[config.mk]
export PLATFORM = sky130hd
export DESIGN_NAME = approx_pipe_adder
export DESIGN_NICKNAME = d
export VERILOG_FILES = /design/src/rtl/approx_adder_pkg.sv /design/src/rtl/approx_seg_adder.sv /design/src/rtl/approx_pipe_adder.sv
export SDC_FILE = /design/constraint.sdc
export NUM_CORES = 1
export LEC_CHECK = 0
export CORE_MARGIN = 2
export CORE_UTILIZATION = 50
export CTS_BUF_LIST = sky130_fd_sc_hd__clkbuf_8
export DETAILED_ROUTE_END_ITERATION = 8
export DONT_BUFFER_PORTS = 1
export HOLD_SLACK_MARGIN = 0.12
export PLACE_DENSITY = 0.63
export SYNTH_ARGS = -nofsm -noshare
export SYNTH_HDL_FRONTEND = slang
export SYNTH_SLANG_ARGS = --single-unit
[constraint.sdc]
create_clock -name clk -period 4.75 [get_ports clk]
set_clock_uncertainty 0.15 [all_clocks]
set_input_delay 1.425 -clock clk [delete_from_list [all_inputs] [get_ports clk]]
set_output_delay 1.425 -clock clk [all_outputs]
set_load 0.02 [all_outputs]
[src/rtl/approx_adder_pkg.sv]
// Shared types and helpers for the pipelined approximate adder.
// Stage records are sized for the largest supported width; each instance
// only uses the low WIDTH bits of the operand and sum fields.
package approx_adder_pkg;

   localparam int unsigned MAX_WIDTH = 64;
   // Enough bits to hold any approx_bits value up to MAX_WIDTH.
   localparam int unsigned AB_W      = 7;

   typedef struct packed {
      logic                 valid;
      logic [AB_W-1:0]      approx_bits;
      logic                 carry;
      logic [MAX_WIDTH-1:0] a;
      logic [MAX_WIDTH-1:0] b;
      logic [MAX_WIDTH-1:0] psum;
   } stage_t;

   // Requests above the operand width mean "everything approximate".
   function automatic logic [AB_W-1:0] clamp_approx(input logic [AB_W-1:0] ab,
                                                     input int unsigned   width);
      if (32'(ab) > width) begin
         return AB_W'(width);
      end
      return ab;
   endfunction

   function automatic int unsigned seg_width(input int unsigned width,
                                             input int unsigned stages);
      return width / stages;
   endfunction

endpackage

[src/rtl/approx_seg_adder.sv]
// Combinational SEG-bit ripple segment. Bit positions whose absolute index
// is below approx_bits use the approximate cell (carry-in ignored).
module approx_seg_adder
   import approx_adder_pkg::*;
#(
   parameter int unsigned SEG = 4
) (
   input  logic [SEG-1:0]  a,
   input  logic [SEG-1:0]  b,
   input  logic            cin,
   input  logic [AB_W-1:0] base,
   input  logic [AB_W-1:0] approx_bits,
   output logic [SEG-1:0]  s,
   output logic            co
);

   logic carry;

   // Ripple through the segment, choosing the cell type per bit.
   always_comb begin
      s     = '0;
      carry = cin;
      for (int unsigned i = 0; i < SEG; i++) begin
         if (32'(base) + i < 32'(approx_bits)) begin
            s[i]  = a[i] ^ b[i];
            carry = a[i] & b[i];
         end else begin
            s[i]  = a[i] ^ b[i] ^ carry;
            carry = (a[i] & b[i]) | (a[i] & carry) | (b[i] & carry);
         end
      end
      co = carry;
   end

endmodule

[src/rtl/approx_pipe_adder.sv]
// Pipelined ripple-carry adder with a run-time selectable approximate LSB
// region and a valid/ready handshake. Each stage adds one SEG-bit segment.
// Optional exact-result monitor: define APPROX_PIPE_ADDER_ERR_MON_EN.
module approx_pipe_adder
   import approx_adder_pkg::*;
#(
   parameter int unsigned WIDTH     = 8,
   parameter int unsigned STAGES    = 2,
   parameter int unsigned ERR_CNT_W = 16
) (
   input  logic                       clk,
   input  logic                       rst,
   input  logic                       in_valid,
   output logic                       in_ready,
   input  logic [WIDTH-1:0]           a,
   input  logic [WIDTH-1:0]           b,
   input  logic                       cin,
   input  logic [$clog2(WIDTH+1)-1:0] approx_bits,
   output logic                       out_valid,
   input  logic                       out_ready,
   output logic [WIDTH-1:0]           sum,
   output logic                       cout,
   output logic                       err_flag,
   output logic [ERR_CNT_W-1:0]       err_count
);

   localparam int unsigned SEG = seg_width(WIDTH, STAGES);

   logic            adv;
   logic [AB_W-1:0] ab_clamped;

   assign adv        = !out_valid || out_ready;
   // Reset clears the output stage, so the block is always ready in reset.
   assign in_ready   = adv || rst;
   assign ab_clamped = clamp_approx(AB_W'(approx_bits), WIDTH);

   for (genvar k = 0; k < STAGES; k++) begin : g_stage
      stage_t         src;
      stage_t         stage_d;
      stage_t         stage_q;
      logic [SEG-1:0] seg_a;
      logic [SEG-1:0] seg_b;
      logic [SEG-1:0] seg_s;
      logic           seg_co;
      logic           unused_stage;

      if (k == 0) begin : g_first
         // Stage 0 takes the beat straight from the ports.
         always_comb begin
            src             = '0;
            src.valid       = in_valid;
            src.approx_bits = ab_clamped;
            src.carry       = cin;
            src.a           = MAX_WIDTH'(a);
            src.b           = MAX_WIDTH'(b);
         end
      end else begin : g_rest
         assign src = g_stage[k-1].stage_q;
      end

      assign seg_a = src.a[k*SEG +: SEG];
      assign seg_b = src.b[k*SEG +: SEG];

      approx_seg_adder #(
         .SEG(SEG)
      ) u_seg (
         .a          (seg_a),
         .b          (seg_b),
         .cin        (src.carry),
         .base       (AB_W'(k * SEG)),
         .approx_bits(src.approx_bits),
         .s          (seg_s),
         .co         (seg_co)
      );

      // Forward the beat, replacing the carry and filling in this segment.
      always_comb begin
         stage_d                      = src;
         stage_d.carry                = seg_co;
         stage_d.psum[k*SEG +: SEG]   = seg_s;
      end

      // Stage register: whole pipe shifts together or holds on a stall.
      always_ff @(posedge clk) begin
         if (rst) begin
            stage_q <= '0;
         end else if (adv) begin
            stage_q <= stage_d;
         end
      end

      // Spent operand segments and padding above WIDTH are intentionally dropped.
      assign unused_stage = ^stage_q;
   end

   assign out_valid = g_stage[STAGES-1].stage_q.valid;
   assign sum       = g_stage[STAGES-1].stage_q.psum[WIDTH-1:0];
   assign cout      = g_stage[STAGES-1].stage_q.carry;

`ifdef APPROX_PIPE_ADDER_ERR_MON_EN
   logic [WIDTH:0]     exact_d;
   logic [WIDTH:0]     exact_q [STAGES];
   logic [ERR_CNT_W-1:0] err_count_d;
   logic [ERR_CNT_W-1:0] err_count_q;

   assign exact_d = (WIDTH+1)'(a) + (WIDTH+1)'(b) + (WIDTH+1)'(cin);

   // Exact reference travels alongside its beat.
   always_ff @(posedge clk) begin
      if (rst) begin
         for (int unsigned k = 0; k < STAGES; k++) begin
            exact_q[k] <= '0;
         end
      end else if (adv) begin
         exact_q[0] <= exact_d;
         for (int unsigned k = 1; k < STAGES; k++) begin
            exact_q[k] <= exact_q[k-1];
         end
      end
   end

   assign err_flag = out_valid && ({cout, sum} != exact_q[STAGES-1]);

   // Count mismatching results as they are handed off, saturating at all-ones.
   always_comb begin
      err_count_d = err_count_q;
      if (out_valid && out_ready && err_flag && (err_count_q != '1)) begin
         err_count_d = err_count_q + ERR_CNT_W'(1);
      end
   end

   // Mismatch counter register.
   always_ff @(posedge clk) begin
      if (rst) begin
         err_count_q <= '0;
      end else begin
         err_count_q <= err_count_d;
      end
   end

   assign err_count = err_count_q;
`else
   assign err_flag  = 1'b0;
   assign err_count = '0;
`endif

endmodule

==> results.txt <==
For this run, the top clock speed supported by timing is 239.0 MHz. The worst setup path is captured at a flip-flop. In this run the power spent charging and discharging nets is 0.0001332 W.

The cell count of the worst reg-to-reg path was 11. Internal power comes to 0.0003563 W. The final standard cell area without fillers is 1627 µm², and the final period utilization is 0.8809.

The post-cts gate resize count was 0. The endpoint identified for the worst register-to-register timing path is sum[7]$_SDFFE_PP0P_. Area growth from synthesis to layout: -0.8390%. After legalization and detailed placement, the total HPWL measured 2199 µm.

The tool flagged a number of max-cap violations equal to 0. The clock net sink count is 28, and the remaining global-route overflow is 0. The average wire per standard cell was 12.62 µm; the number of nets in the finished design was 226. The via count of the first global-routing pass was 1103; the stage delay of the slowest cell on the critical path was 540 ps. In this run the worst path has a maximum fanout of 11.

The tools report the number of violations reported at the end of detailed-routing iteration 0 as 35. The flow ran to the end, and the final reports show no timing, DRC or antenna violations. TritonCTS built the clock tree. The synthesized design contains 28 register bits.

The number of fill cells was 285. The startpoint of the worst-slack reg-to-reg timing path is g_stage[0].stage_q[194]$_SDFFE_PP0P_. Number of antenna violations at the first check in global routing: 0. The part of the total power dissipated in combinational logic is 0.146. Averaged over all synthesized cells, the footprint is 8.543 µm². CTS placed an instance of sky130_fd_sc_hd__clkbuf_8 at the clock tree root. The first global-routing pass estimated 4678 µm of wire. The worst setup path is launched from a primary input. The summed negative setup slack over all endpoints came out at 0 ps. In this run the post-CTS setup repair buffer count came out at 0. The analysis attributes to cell leakage a power of 0.7007 nW. The die covers 3755 µm².

The total routing resource utilization after global routing came out at 0.1695. The floorplan step set the die height to 61.28 µm. The hold violation count in the final report came out at 0. The worst-margin pin slew is 1161 ps. Following the worst setup path forward leads to its endpoint at g_stage[0].stage_q[3]$_SDFFE_PP0P_. Classification of the worst setup path: primary input to flip-flop. The via count normalized by instance count works out to 5.092.

Clock-pin slew was measured on the worst setup and hold paths at 90 ps. The run gives 0 as the number of nets with antenna violations after routing. The most critical setup path has its startpoint at approx_bits[3]. The final number of setup-violating endpoints is 0, and the count of synthesis-stage warnings from yosys is 0.

The number of slew-limit violations in the final report was 0; the data arrival at the endpoint of the critical path was 4240 ps. After clock tree synthesis, the flow added hold-fix buffers numbering 0. Traced cell by cell, the critical path runs through or4_4, nand2_1, o21ai_0, fa_1, mux2_2, fa_1, mux2i_1, fa_1, nor3_1, o21ai_0, a21oi_1. Synthesis handed over a netlist of 192 instances. The tools report the share of power burned in the clock network as 0.292. The distinct cell type count after synthesis was 27; the headroom to the max-slew limit was 0.2259. Cell area after placement: 1572 µm². Entering global routing, the biggest net connects 34 pins. The worst-case IR drop observed on VDD is 0.08955 mV.

For the worst-skew pair, the clock arrives at the later sink with an insertion delay of 270 ps. Setup repair after global routing left no endpoint under its margin. For the part of the total power dissipated in sequential elements, the log shows 0.562.

For the worst setup path, the data required time is 4800 ps. For this block, the via count after detailed routing is 1161. The I/O pin total came out at 53. In this run the core area contains 20 standard-cell rows. In this run the worst hold path is classified as flip-flop to flip-flop. Dividing total power by cell area gives a power density of 300.9 nW/µm².

The first detailed-routing pass ran for 4 iterations. For flop-to-flop paths, the worst setup slack is 1750 ps. The proportion of layout cells with a drive suffix above 1 is 0.04891.

The smallest clock period supported by the final layout is computed as 4184 ps. The slowest stage of the critical path belongs to the cell sky130_fd_sc_hd__or4_4. Final total power: 0.0004894 W. In the layout the commonest cells are 35 x sky130_fd_sc_hd__nand2_1, 28 x sky130_fd_sc_hd__dfxtp_1, 20 x sky130_fd_sc_hd__a21oi_1. The startpoint of the tightest hold check path was g_stage[0].stage_q[200]$_SDFFE_PP0P_. The number of input and output port buffers inserted was 0; the post-synthesis cell area was 1640 µm².

The share of total power consumed by net switching is 0.2721. The logs give 0.3417 for the post-synthesis sequential area ratio and 3 for the number of clock buffers inserted by TritonCTS. The library cell used most frequently in the layout, excluding fill and tap cells, is sky130_fd_sc_hd__nand2_1. No sink is reached through more buffers than the 2 on the longest clock path. Deepest level of the CTS H-tree: 1.

The repair_antennas step left the layout with diodes totalling 0. The tools report the core occupancy in the finished layout as 0.5285. Count of unresolved DRC violations after routing: 0. Die extent in x: 61.28 µm.

The logs give 2877 µm for the wire length reported by the detailed router and 3078 µm² for the placeable core region. By instance count, the cell type seen most on the critical path is sky130_fd_sc_hd__fa_1. The run gives 0.6897 as the final estimated routing congestion in global placement. The run gives 0.5329 as the initial core utilization.
## area by class of cell
type                       instances  area (µm²)  area share
clock buffer                       4       55.05     0.03385
timing repair buffer               1       7.507    0.004615
sequential                        28       560.5      0.3446
inverter                          10       37.54     0.02308
multi-input combinational        141       910.9      0.5600
tap                               44       55.05     0.03385
## kinds of logic after synthesis
family / count (synthesis) / share of synthesized area
simple gates: 61 / 0.1625
compound gates: 39 / 0.1449
buf+inv: 39 / 0.1396
flops: 28 / 0.3417
fa+ha+maj: 16 / 0.1587
mux: 8 / 0.05034
other cells: 1 / 0.002286
## registers in the layout, indices dropped and copies added, names as in the netlist
register / count
cout: 1
sum: 8
out_valid: 1
g_stage.stage_q: 18
## worst min path at each step
stage                                                       to  slack (ps)  depth (start not counted)
after floorplan           g_stage[0].stage_q[192]$_SDFFE_PP0P_         280                          2
after global placement    g_stage[0].stage_q[200]$_SDFFE_PP0P_         290                          2
after detailed placement  g_stage[0].stage_q[200]$_SDFFE_PP0P_         300                          2
after CTS                 g_stage[0].stage_q[200]$_SDFFE_PP0P_         310                          2
after global routing                       sum[2]$_SDFFE_PP0P_         330                          2
final                     g_stage[0].stage_q[200]$_SDFFE_PP0P_         310                          2
## per-stage QoR
| step | worst slack [ps] | hold slack [ps] | std cells |
|---|---|---|---|
| 6_report | 565.8 | 308.8 | 228 |
| 4_1_cts | 550.8 | 310.7 | 228 |
| 5_1_grt | 373.3 | 327.1 | 228 |
| 3_3_place_gp | 342.9 | 288.1 | 224 |
| 2_1_floorplan | 407.1 | 281.9 | 208 |
| 3_5_place_dp | 282.8 | 296.6 | 224 |
## power by group through the flow
stage	clock, W	combinational (W)	sequential [W]
2_1_floorplan	0	0.0000793	0.000276
3_3_place_gp	0	0.0000698	0.000280
3_5_place_dp	0	0.0000723	0.000281
4_1_cts	0.000149	0.0000729	0.000275
5_1_grt	0.000158	0.0000852	0.000278
6_report	0.000143	0.0000715	0.000275
## worst max-delay path, delay by kind of cell
family	cells	cell delay [ps]
adder cells (fa/ha/maj)	3	1170
AND/OR/NAND/NOR	3	800
multiplexers	2	460
AO/OA/AOI/OAI	3	390
## synthesized netlist by cell type, drive strengths merged
| cell type | count | area (µm²) |
|---|---|---|
| o31ai | 1 | 7.510 |
| or4 | 1 | 11.26 |
| mux2 | 2 | 22.52 |
| fa | 8 | 160.2 |
| nor2b | 1 | 6.260 |
| or3 | 1 | 6.260 |
| mux2i | 6 | 60.06 |
| nor2 | 12 | 45.04 |
| nand3b | 3 | 22.52 |
| dfxtp | 28 | 560.5 |
| o21a | 3 | 22.52 |
| a21oi | 20 | 100.1 |
| a311oi | 2 | 23.77 |
| clkbuf | 8 | 30.03 |
| or2 | 1 | 6.260 |
| nor3 | 5 | 25.02 |
| ha | 8 | 100.1 |
| nand2b | 2 | 12.51 |
| nand2 | 35 | 131.4 |
| inv | 10 | 37.54 |
| a211oi | 7 | 52.55 |
| a31oi | 1 | 6.260 |
| buf | 21 | 161.4 |
| conb | 1 | 3.750 |
| o21ai | 5 | 25.02 |
## routing by layer
layer,vias to the layer above,wire length [µm],GRT usage,part of all wire
met1,531,1189,0.1861,0.41
met5,-,0,0,0
met2,44,1456,0.3146,0.51
li1,584,-,-,-
met3,2,192,0.03151,0.067
met4,0,38,0.07453,0.013
No activity file was read; power rests on OpenSTA's default activity.
